[src/rtl/adc_spi_if.sv]
// ---------------------------------------------------------------------------
// adc_spi_if -- SPI bus between an external SPI master and adc_spi_slave.
//
// Signals:
//   SS_n  slave select, active-low (master -> slave)
//   SCLK  serial clock, idle high (master -> slave)
//   MOSI  command bit, valid at SCLK rise (master -> slave)
//   MISO  response bit, updated after SCLK fall (slave -> master)
//
// Handshake: a transaction is SS_n low for 16 SCLK rises. The master drives
// MOSI and samples MISO at each SCLK rise. The slave shifts MISO after each
// SCLK fall that follows at least one rise. SS_n going high closes the
// transaction; SS_n high before the 16th rise aborts it.
// ---------------------------------------------------------------------------
interface adc_spi_if;
  logic SS_n;
  logic SCLK;
  logic MOSI;
  logic MISO;

  modport master (output SS_n, output SCLK, output MOSI, input MISO);
  modport slave  (input SS_n, input SCLK, input MOSI, output MISO);
endinterface

[src/rtl/adc_spi_slave.sv]
// ---------------------------------------------------------------------------
// adc_spi_slave -- SPI slave front end for an eight-channel ADC value store.
//
// A 16-bit command selects the channel returned by the *next* transaction;
// the current transaction returns {4'h0, val[chnl]} MSB first. Commands of the
// form {2'b00, ch[2:0], 11'd0} are legal; anything else raises cmd_err.
//
// Ports:
//   clk        system clock, all logic on posedge
//   rst_n      asynchronous active-low reset
//   spi        adc_spi_if.slave (SS_n, SCLK, MOSI in; MISO out)
//   ld         host write strobe for val[ld_chnl] <= ld_val
//   ld_chnl    host write channel (3 bits)
//   ld_val     host write value (12 bits)
//   xfer_done  one-clk pulse per completed 16-bit transaction
//   cmd_err    one-clk pulse, coincident with xfer_done, on an illegal command
//   chnl       channel pointer used for the next response
//   state_o    FSM state (0 IDLE, 1 SHIFT, 2 WAIT_SS) for observation
//
// Build option: define ADC_AUTO_INC_EN to add 12'h010 to the returned
// channel's value after every successful transaction (host ld wins).
// ---------------------------------------------------------------------------
module adc_spi_slave (
  input  logic        clk,
  input  logic        rst_n,
  adc_spi_if.slave    spi,
  input  logic        ld,
  input  logic [2:0]  ld_chnl,
  input  logic [11:0] ld_val,
  output logic        xfer_done,
  output logic        cmd_err,
  output logic [2:0]  chnl,
  output logic [1:0]  state_o
);

  typedef enum logic [1:0] {
    IDLE    = 2'd0,
    SHIFT   = 2'd1,
    WAIT_SS = 2'd2
  } state_t;

  state_t      state_q, state_d;

  // Synchronizers; the third stage of SCLK/SS_n is history for edge detect.
  logic        sclk_s1_q, sclk_s2_q, sclk_s3_q;
  logic        ss_s1_q, ss_s2_q, ss_s3_q;
  logic        mosi_s1_q, mosi_s2_q;

  logic [15:0] tx_q, tx_d;
  logic [15:0] rx_q, rx_d;
  logic [4:0]  cnt_q, cnt_d;
  logic [2:0]  chnl_q, chnl_d;
  logic        done_q, done_d;
  logic        err_q, err_d;
  logic [11:0] val_q [8];

  logic        sclk_rise, sclk_fall, ss_fall, ss_rise;
  logic        cmd_legal;
  logic        load_tx;

  assign sclk_rise = sclk_s2_q & ~sclk_s3_q;
  assign sclk_fall = ~sclk_s2_q & sclk_s3_q;
  assign ss_fall   = ~ss_s2_q & ss_s3_q;
  assign ss_rise   = ss_s2_q & ~ss_s3_q;
  assign cmd_legal = (rx_q[15:14] == 2'b00) && (rx_q[10:0] == 11'd0);

  always_ff @(posedge clk or negedge rst_n) begin
    if (!rst_n) begin
      sclk_s1_q <= 1'b1;
      sclk_s2_q <= 1'b1;
      sclk_s3_q <= 1'b1;
      ss_s1_q   <= 1'b1;
      ss_s2_q   <= 1'b1;
      ss_s3_q   <= 1'b1;
      mosi_s1_q <= 1'b0;
      mosi_s2_q <= 1'b0;
    end else begin
      sclk_s1_q <= spi.SCLK;
      sclk_s2_q <= sclk_s1_q;
      sclk_s3_q <= sclk_s2_q;
      ss_s1_q   <= spi.SS_n;
      ss_s2_q   <= ss_s1_q;
      ss_s3_q   <= ss_s2_q;
      mosi_s1_q <= spi.MOSI;
      mosi_s2_q <= mosi_s1_q;
    end
  end

  // FSM: state register
  always_ff @(posedge clk or negedge rst_n) begin
    if (!rst_n) state_q <= IDLE;
    else        state_q <= state_d;
  end

  // FSM: next state
  always_comb begin
    state_d = state_q;
    case (state_q)
      IDLE:    if (ss_fall) state_d = SHIFT;
      SHIFT: begin
        if (ss_rise)                                state_d = IDLE;
        else if (sclk_rise && (cnt_q == 5'd15))     state_d = WAIT_SS;
      end
      WAIT_SS: if (ss_rise) state_d = IDLE;
      default: state_d = IDLE;
    endcase
  end

  // FSM: outputs and datapath next values
  always_comb begin
    tx_d    = tx_q;
    rx_d    = rx_q;
    cnt_d   = cnt_q;
    chnl_d  = chnl_q;
    done_d  = 1'b0;
    err_d   = 1'b0;
    load_tx = 1'b0;
    case (state_q)
      IDLE: begin
        if (ss_fall) begin
          load_tx = 1'b1;
          tx_d    = {4'h0, val_q[chnl_q]};
          rx_d    = 16'h0;
          cnt_d   = 5'd0;
        end
      end
      SHIFT: begin
        // An SS_n rise here is an abort: nothing is committed.
        if (!ss_rise) begin
          if (sclk_rise) begin
            rx_d  = {rx_q[14:0], mosi_s2_q};
            cnt_d = cnt_q + 5'd1;
          end
          // The fall before the first rise only sets up the master; bit 15
          // is already on MISO from the load.
          if (sclk_fall && (cnt_q != 5'd0)) tx_d = {tx_q[14:0], 1'b0};
        end
      end
      WAIT_SS: begin
        // Trailing falls keep shifting zeros so MISO settles at 0.
        if (sclk_fall) tx_d = {tx_q[14:0], 1'b0};
        if (ss_rise) begin
          done_d = 1'b1;
          if (cmd_legal) chnl_d = rx_q[13:11];
          else           err_d  = 1'b1;
        end
      end
      default: ;
    endcase
  end

  always_ff @(posedge clk or negedge rst_n) begin
    if (!rst_n) begin
      tx_q   <= 16'h0;
      rx_q   <= 16'h0;
      cnt_q  <= 5'd0;
      chnl_q <= 3'h0;
      done_q <= 1'b0;
      err_q  <= 1'b0;
    end else begin
      tx_q   <= tx_d;
      rx_q   <= rx_d;
      cnt_q  <= cnt_d;
      chnl_q <= chnl_d;
      done_q <= done_d;
      err_q  <= err_d;
    end
  end

`ifdef ADC_AUTO_INC_EN
  // Channel whose value is being returned by the transaction in flight.
  logic [2:0] src_q;

  always_ff @(posedge clk or negedge rst_n) begin
    if (!rst_n)       src_q <= 3'h0;
    else if (load_tx) src_q <= chnl_q;
  end
`endif

  // Channel value store; a host ld is written last so it wins over the
  // auto-increment in the same cycle.
  always_ff @(posedge clk or negedge rst_n) begin
    if (!rst_n) begin
      for (int i = 0; i < 8; i++) val_q[i] <= {4'hC, 1'b0, 3'(i), 4'h0};
    end else begin
`ifdef ADC_AUTO_INC_EN
      if (done_q && !err_q) val_q[src_q] <= val_q[src_q] + 12'h010;
`endif
      if (ld) val_q[ld_chnl] <= ld_val;
    end
  end

  assign spi.MISO  = ((state_q != IDLE) && !ss_s2_q) ? tx_q[15] : 1'b0;
  assign xfer_done = done_q;
  assign cmd_err   = err_q;
  assign chnl      = chnl_q;
  assign state_o   = state_q;

`ifndef ADC_AUTO_INC_EN
  logic unused_load_tx;
  assign unused_load_tx = load_tx;
`endif

endmodule
[src/flat_wrapper.sv]
// flat-port wrapper written by rule: the top's interface ports become plain ports
module adc_spi_slave_flat 
  (clk, rst_n, ld, ld_chnl, ld_val, xfer_done, cmd_err, chnl, state_o, spi_SS_n, spi_SCLK, spi_MOSI, spi_MISO);
  adc_spi_if spi_i ();
  input  logic clk;
  input  logic rst_n;
  input  logic ld;
  input  logic [2:0] ld_chnl;
  input  logic [11:0] ld_val;
  output logic xfer_done;
  output logic cmd_err;
  output logic [2:0] chnl;
  output logic [1:0] state_o;
  input wire logic [$bits(spi_i.SS_n)-1:0] spi_SS_n;
  input wire logic [$bits(spi_i.SCLK)-1:0] spi_SCLK;
  input wire logic [$bits(spi_i.MOSI)-1:0] spi_MOSI;
  output wire logic [$bits(spi_i.MISO)-1:0] spi_MISO;
  assign spi_i.SS_n = spi_SS_n;
  assign spi_i.SCLK = spi_SCLK;
  assign spi_i.MOSI = spi_MOSI;
  assign spi_MISO = spi_i.MISO;
  adc_spi_slave u_core (.clk(clk), .rst_n(rst_n), .spi(spi_i), .ld(ld), .ld_chnl(ld_chnl), .ld_val(ld_val), .xfer_done(xfer_done), .cmd_err(cmd_err), .chnl(chnl), .state_o(state_o));
endmodule
[config.mk]
export PLATFORM = sky130hd
export DESIGN_NAME = adc_spi_slave_flat
export DESIGN_NICKNAME = d
export VERILOG_FILES = /design/src/rtl/adc_spi_if.sv /design/src/rtl/adc_spi_slave.sv /design/src/flat_wrapper.sv
export SDC_FILE = /design/constraint.sdc
export NUM_CORES = 1
export LEC_CHECK = 0
export CAP_MARGIN = 20
export CORE_MARGIN = 3
export CORE_UTILIZATION = 36
export DETAILED_ROUTE_END_ITERATION = 7
export SETUP_SLACK_MARGIN = 0.4
export SLEW_MARGIN = 0
export SYNTH_ARGS = -nofsm -noshare
export SYNTH_HDL_FRONTEND = slang
export SYNTH_SLANG_ARGS = --single-unit
[constraint.sdc]
create_clock -name clk -period 3.1 [get_ports clk]
set_clock_uncertainty 0.1 [all_clocks]
set_input_delay 0.775 -clock clk [delete_from_list [all_inputs] [get_ports clk]]
set_output_delay 0.775 -clock clk [all_outputs]
set_load 0.005 [all_outputs]
==> impl_summary.txt <==
----------------------------------------------------
[Worst setup path]
  Worst Path Class, Setup ... register to output port
  Slowest cell on the critical path ... dfrtp_1
  Type of element launching the critical path ... register
  Cell family with most CP delay ... flip-flops
  R2r worst-path depth ... 7
  WP data arrival ... 1.60 ns
  Crit Reg-Reg Startpoint ... u_core.state_o[0]
  Critical Path Fanout Max ... 8
  Capturing point of the worst reg2reg path ... u_core.tx_q[7]
  Count of buffering cells on the critical path with inverters included ... 1
  Crit. End Element ... output port
  Data required time of the worst path ... 2.22 ns
  Longest individual stage delay on the worst path ... 0.59 ns
  Reg2Reg Setup Slack ... 0.71 ns
  Cell Chain, Critical Path ... clkdlybuf4s50_1
  Crit. Startpoint ... u_core.chnl[1]

[Timing]
  Fmax achieved ... 404 MHz
  Number of slew-limit violations in the final report ... 0
  Worst slew margin relative to its limit ... 54.6%
  Accumulated negative setup slack ... 0 ns
  Final period utilization ... 79.9%
  Final setup vio count ... 0
  Final hold vios ... 0
  Worst-Margin Slew ... 0.681 ns
  Worst hold slack after final layout ... 0.187 ns
  Unrepaired setup endpoints after global routing ... no
  Crit path time final ... 2.48 ns

[Floorplan]
  Site row count ... 49
  Number of top-level pins ... 29
  Height of the die ... 144 um
  Die ar. ... 0.0207 mm^2
  Effective utilization at floorplan ... 37.4%
  Core region area ... 0.0183 mm^2
  Width of the chip ... 144 um

[Global route]
  Antenna violations before repair ... 0
  All-layer global routing usage ... 14.5%
  Gr ovfl total ... 0
  Global-route wire length before repair ... 22900 um
  Via count of the first global-routing pass ... 4189
  Pin count of the biggest net entering global routing ... 56

[Place]
  Count of input and output buffers ... 28
  Half-perimeter wire length of the detailed placement result ... 8650 um
  Placer's final routability congestion estimate ... 0.739

[CTS]
  Clock root buffer master ... clkbuf_16
  TritonCTS sink count ... 148
  Clock input transition at the sequential cells of the worst setup and hold paths ... 0.06 ns
  Number of levels in the clock H-tree ... 4
  Clock insertion delay at the later pin of the skew report ... 0.42 ns
  TritonCTS clock tree ... built
  Clock buffer depth ... 2
  Number of buffers added to fix hold violations after cts ... 0
  Number of buffers inserted during clock tree synthesis ... 17

[Pwr]
  Power share of the sequential group ... 42.5%
  Switching component of the power ... 1640 uW
  Leakage power summed over all cells ... 0.00330 uW
  Worst voltage drop across the vdd grid ... 0.000408 V
  Power density cells ... 759 mW/mm^2
  Sw frac ... 26.7%
  Internal power summed over all cells ... 4490 uW
  Share of power burned in the clock network ... 34.3%
  Gate power share ... 23.2%

[Synthesis]
  Count of yosys warnings during synthesis ... 0
  Summed instance area of the synthesized netlist ... 0.00686 mm^2
  Count of different cell masters after synthesis ... 36
  Total of flip-flops plus latches after synthesis ... 148
  Share of the yosys chip area belonging to registers ... 54.6%
  Gate count of the mapped netlist ... 469
  Net count after synthesis ... 497
  Primary flip-flop cell chosen by synthesis mapping ... dfrtp_1
  Number of enable-type register cells in the synthesized netlist ... 0
  Share of synthesized registers carrying an async set or reset ... 100%
  Mean area per synthesized cell ... 14.6 um^2

[Routing]
  Vias per cell ... 5.22
  Wire length per cell ... 18.3 um
  Via count ... 3910
  Number of remaining DRC errors ... 0
  WL final ... 13700 um
  Violation count after the first detailed-routing iteration ... 124
  First-pass iteration count of the detailed router ... 4
  Final antenna-violating net count ... 0

[Finish]
  Area Overhead vs Synth ... 17.8%
  Antenna Cells ... 0
  Fraction of layout instances using a drive strength above 1 ... 44.8%
  Post-layout nets ... 535
  Most frequent cells in the layout ... mux2_2 (133), dfrtp_1 (114), dfstp_2 (34)
  Most frequent standard cell in the layout excluding fill and tap cells ... mux2_2

[Status]
  Run status ... completed

[Min path]
  Hold crit path type ... input pin to asynchronous set/reset pin

[Flow run]
  Number of max-cap violations ... 0

----------------------------------------------------
==> layer usage <==
metal	vias up	global-route usage [%]	wire, um
li1	1791	-	-
met1	2060	19.7	6540
met2	52	23.0	6660
met3	7	4.17	393
met4	0	3.72	91
met5	-	0	0
==> state kept, by name, summed over array words and instances, names as in the netlist <==
signal,count
u_core.sclk_s2_q,1
u_core.mosi_s1_q,1
u_core.mosi_s2_q,1
u_core.cmd_err,1
u_core.sclk_s3_q,1
u_core.rx_q,16
u_core.val_q,96
u_core.sclk_s1_q,1
u_core.ss_s1_q,1
u_core.chnl,3
u_core.ss_s3_q,1
u_core.ss_s2_q,1
u_core.xfer_done,1
u_core.state_o,2
u_core.cnt_q,5
u_core.tx_q,16
==> synthesized netlist by cell type, types with 3 or more instances <==
cell / number / area, um^2
buf_1: 4 / 15.0
buf_2: 5 / 25.0
buf_6: 6 / 67.6
clkbuf_1: 11 / 41.3
dfrtp_1: 114 / 2850
dfstp_2: 34 / 893
ha_1: 7 / 87.6
inv_1: 25 / 93.8
mux2_2: 133 / 1500
mux2i_1: 20 / 200
mux4_1: 16 / 420
mux4_2: 8 / 180
nand2_1: 26 / 97.6
nand2b_1: 6 / 37.5
nand3_1: 3 / 15.0
nand4_1: 4 / 25.0
nand4b_1: 4 / 35.0
nor2_1: 5 / 18.8
nor2b_1: 5 / 31.3
nor3_1: 4 / 20.0
nor3b_1: 3 / 22.5
o21ai_0: 6 / 30.0
o31ai_1: 4 / 30.0
==> timing repair <==
item	CTS	global route
setup buffers	2	0
endpoints found under the setup margin	1	5
gates resized for setup	4	1
==> worst max-delay path by stage <==
| stage | end | slack [ns] | cells past startpoint |
|---|---|---|---|
| 2_1_floorplan | u_core.tx_q[10] | 0.80 | 9 |
| 3_3_place_gp | u_core.val_q[37] | 0.57 | 5 |
| 3_5_place_dp | u_core.tx_q[7] | 0.51 | 7 |
| 4_1_cts | u_core.tx_q[9] | 0.49 | 7 |
| 5_1_grt | chnl[1] | 0.53 | 1 |
| 6_report | chnl[1] | 0.62 | 1 |
==> layout make-up <==
cell class,instances,area [um^2]
sequential,148,3750
clock inverter,14,176
inverter,25,93.8
multi-input combinational,270,2910
tap,229,287
clock buffer,18,429
timing repair buffer,45,433
fill,1599,10300
==> power groups by stage <==
stage	logic (uW)	registers, uW	clock network [uW]
6_report	1420	2610	2100
3_5_place_dp	1360	2650	0
5_1_grt	1570	2660	2250
2_1_floorplan	1100	2570	0
4_1_cts	1430	2610	2160
3_3_place_gp	1310	2620	0
==> cell families after synthesis <==
family,share of synthesized area (%)
AOI/OAI and AO/OA,1.95
adders and majority gates,1.28
buffers and inverters,3.54
DFF,54.6
muxes,33.5
and+or+nand+nor,5.11
==> per-stage QoR <==
stage / cells / util (%) / worst slack, ns / total power [uW] / cell area [um^2]
after floorplan: 469 / - / 0.800 / 3670 / 6860
after global placement: 715 / 40.6 / 0.570 / 3930 / 7440
after detailed placement: 715 / 40.6 / 0.511 / 4010 / 7440
after CTS: 749 / 44.0 / 0.494 / 6200 / 8070
after global routing: 749 / 44.1 / 0.531 / 6480 / 8080
final: 749 / 44.1 / 0.623 / 6130 / 8080
Power figures use the tool's default switching activity.
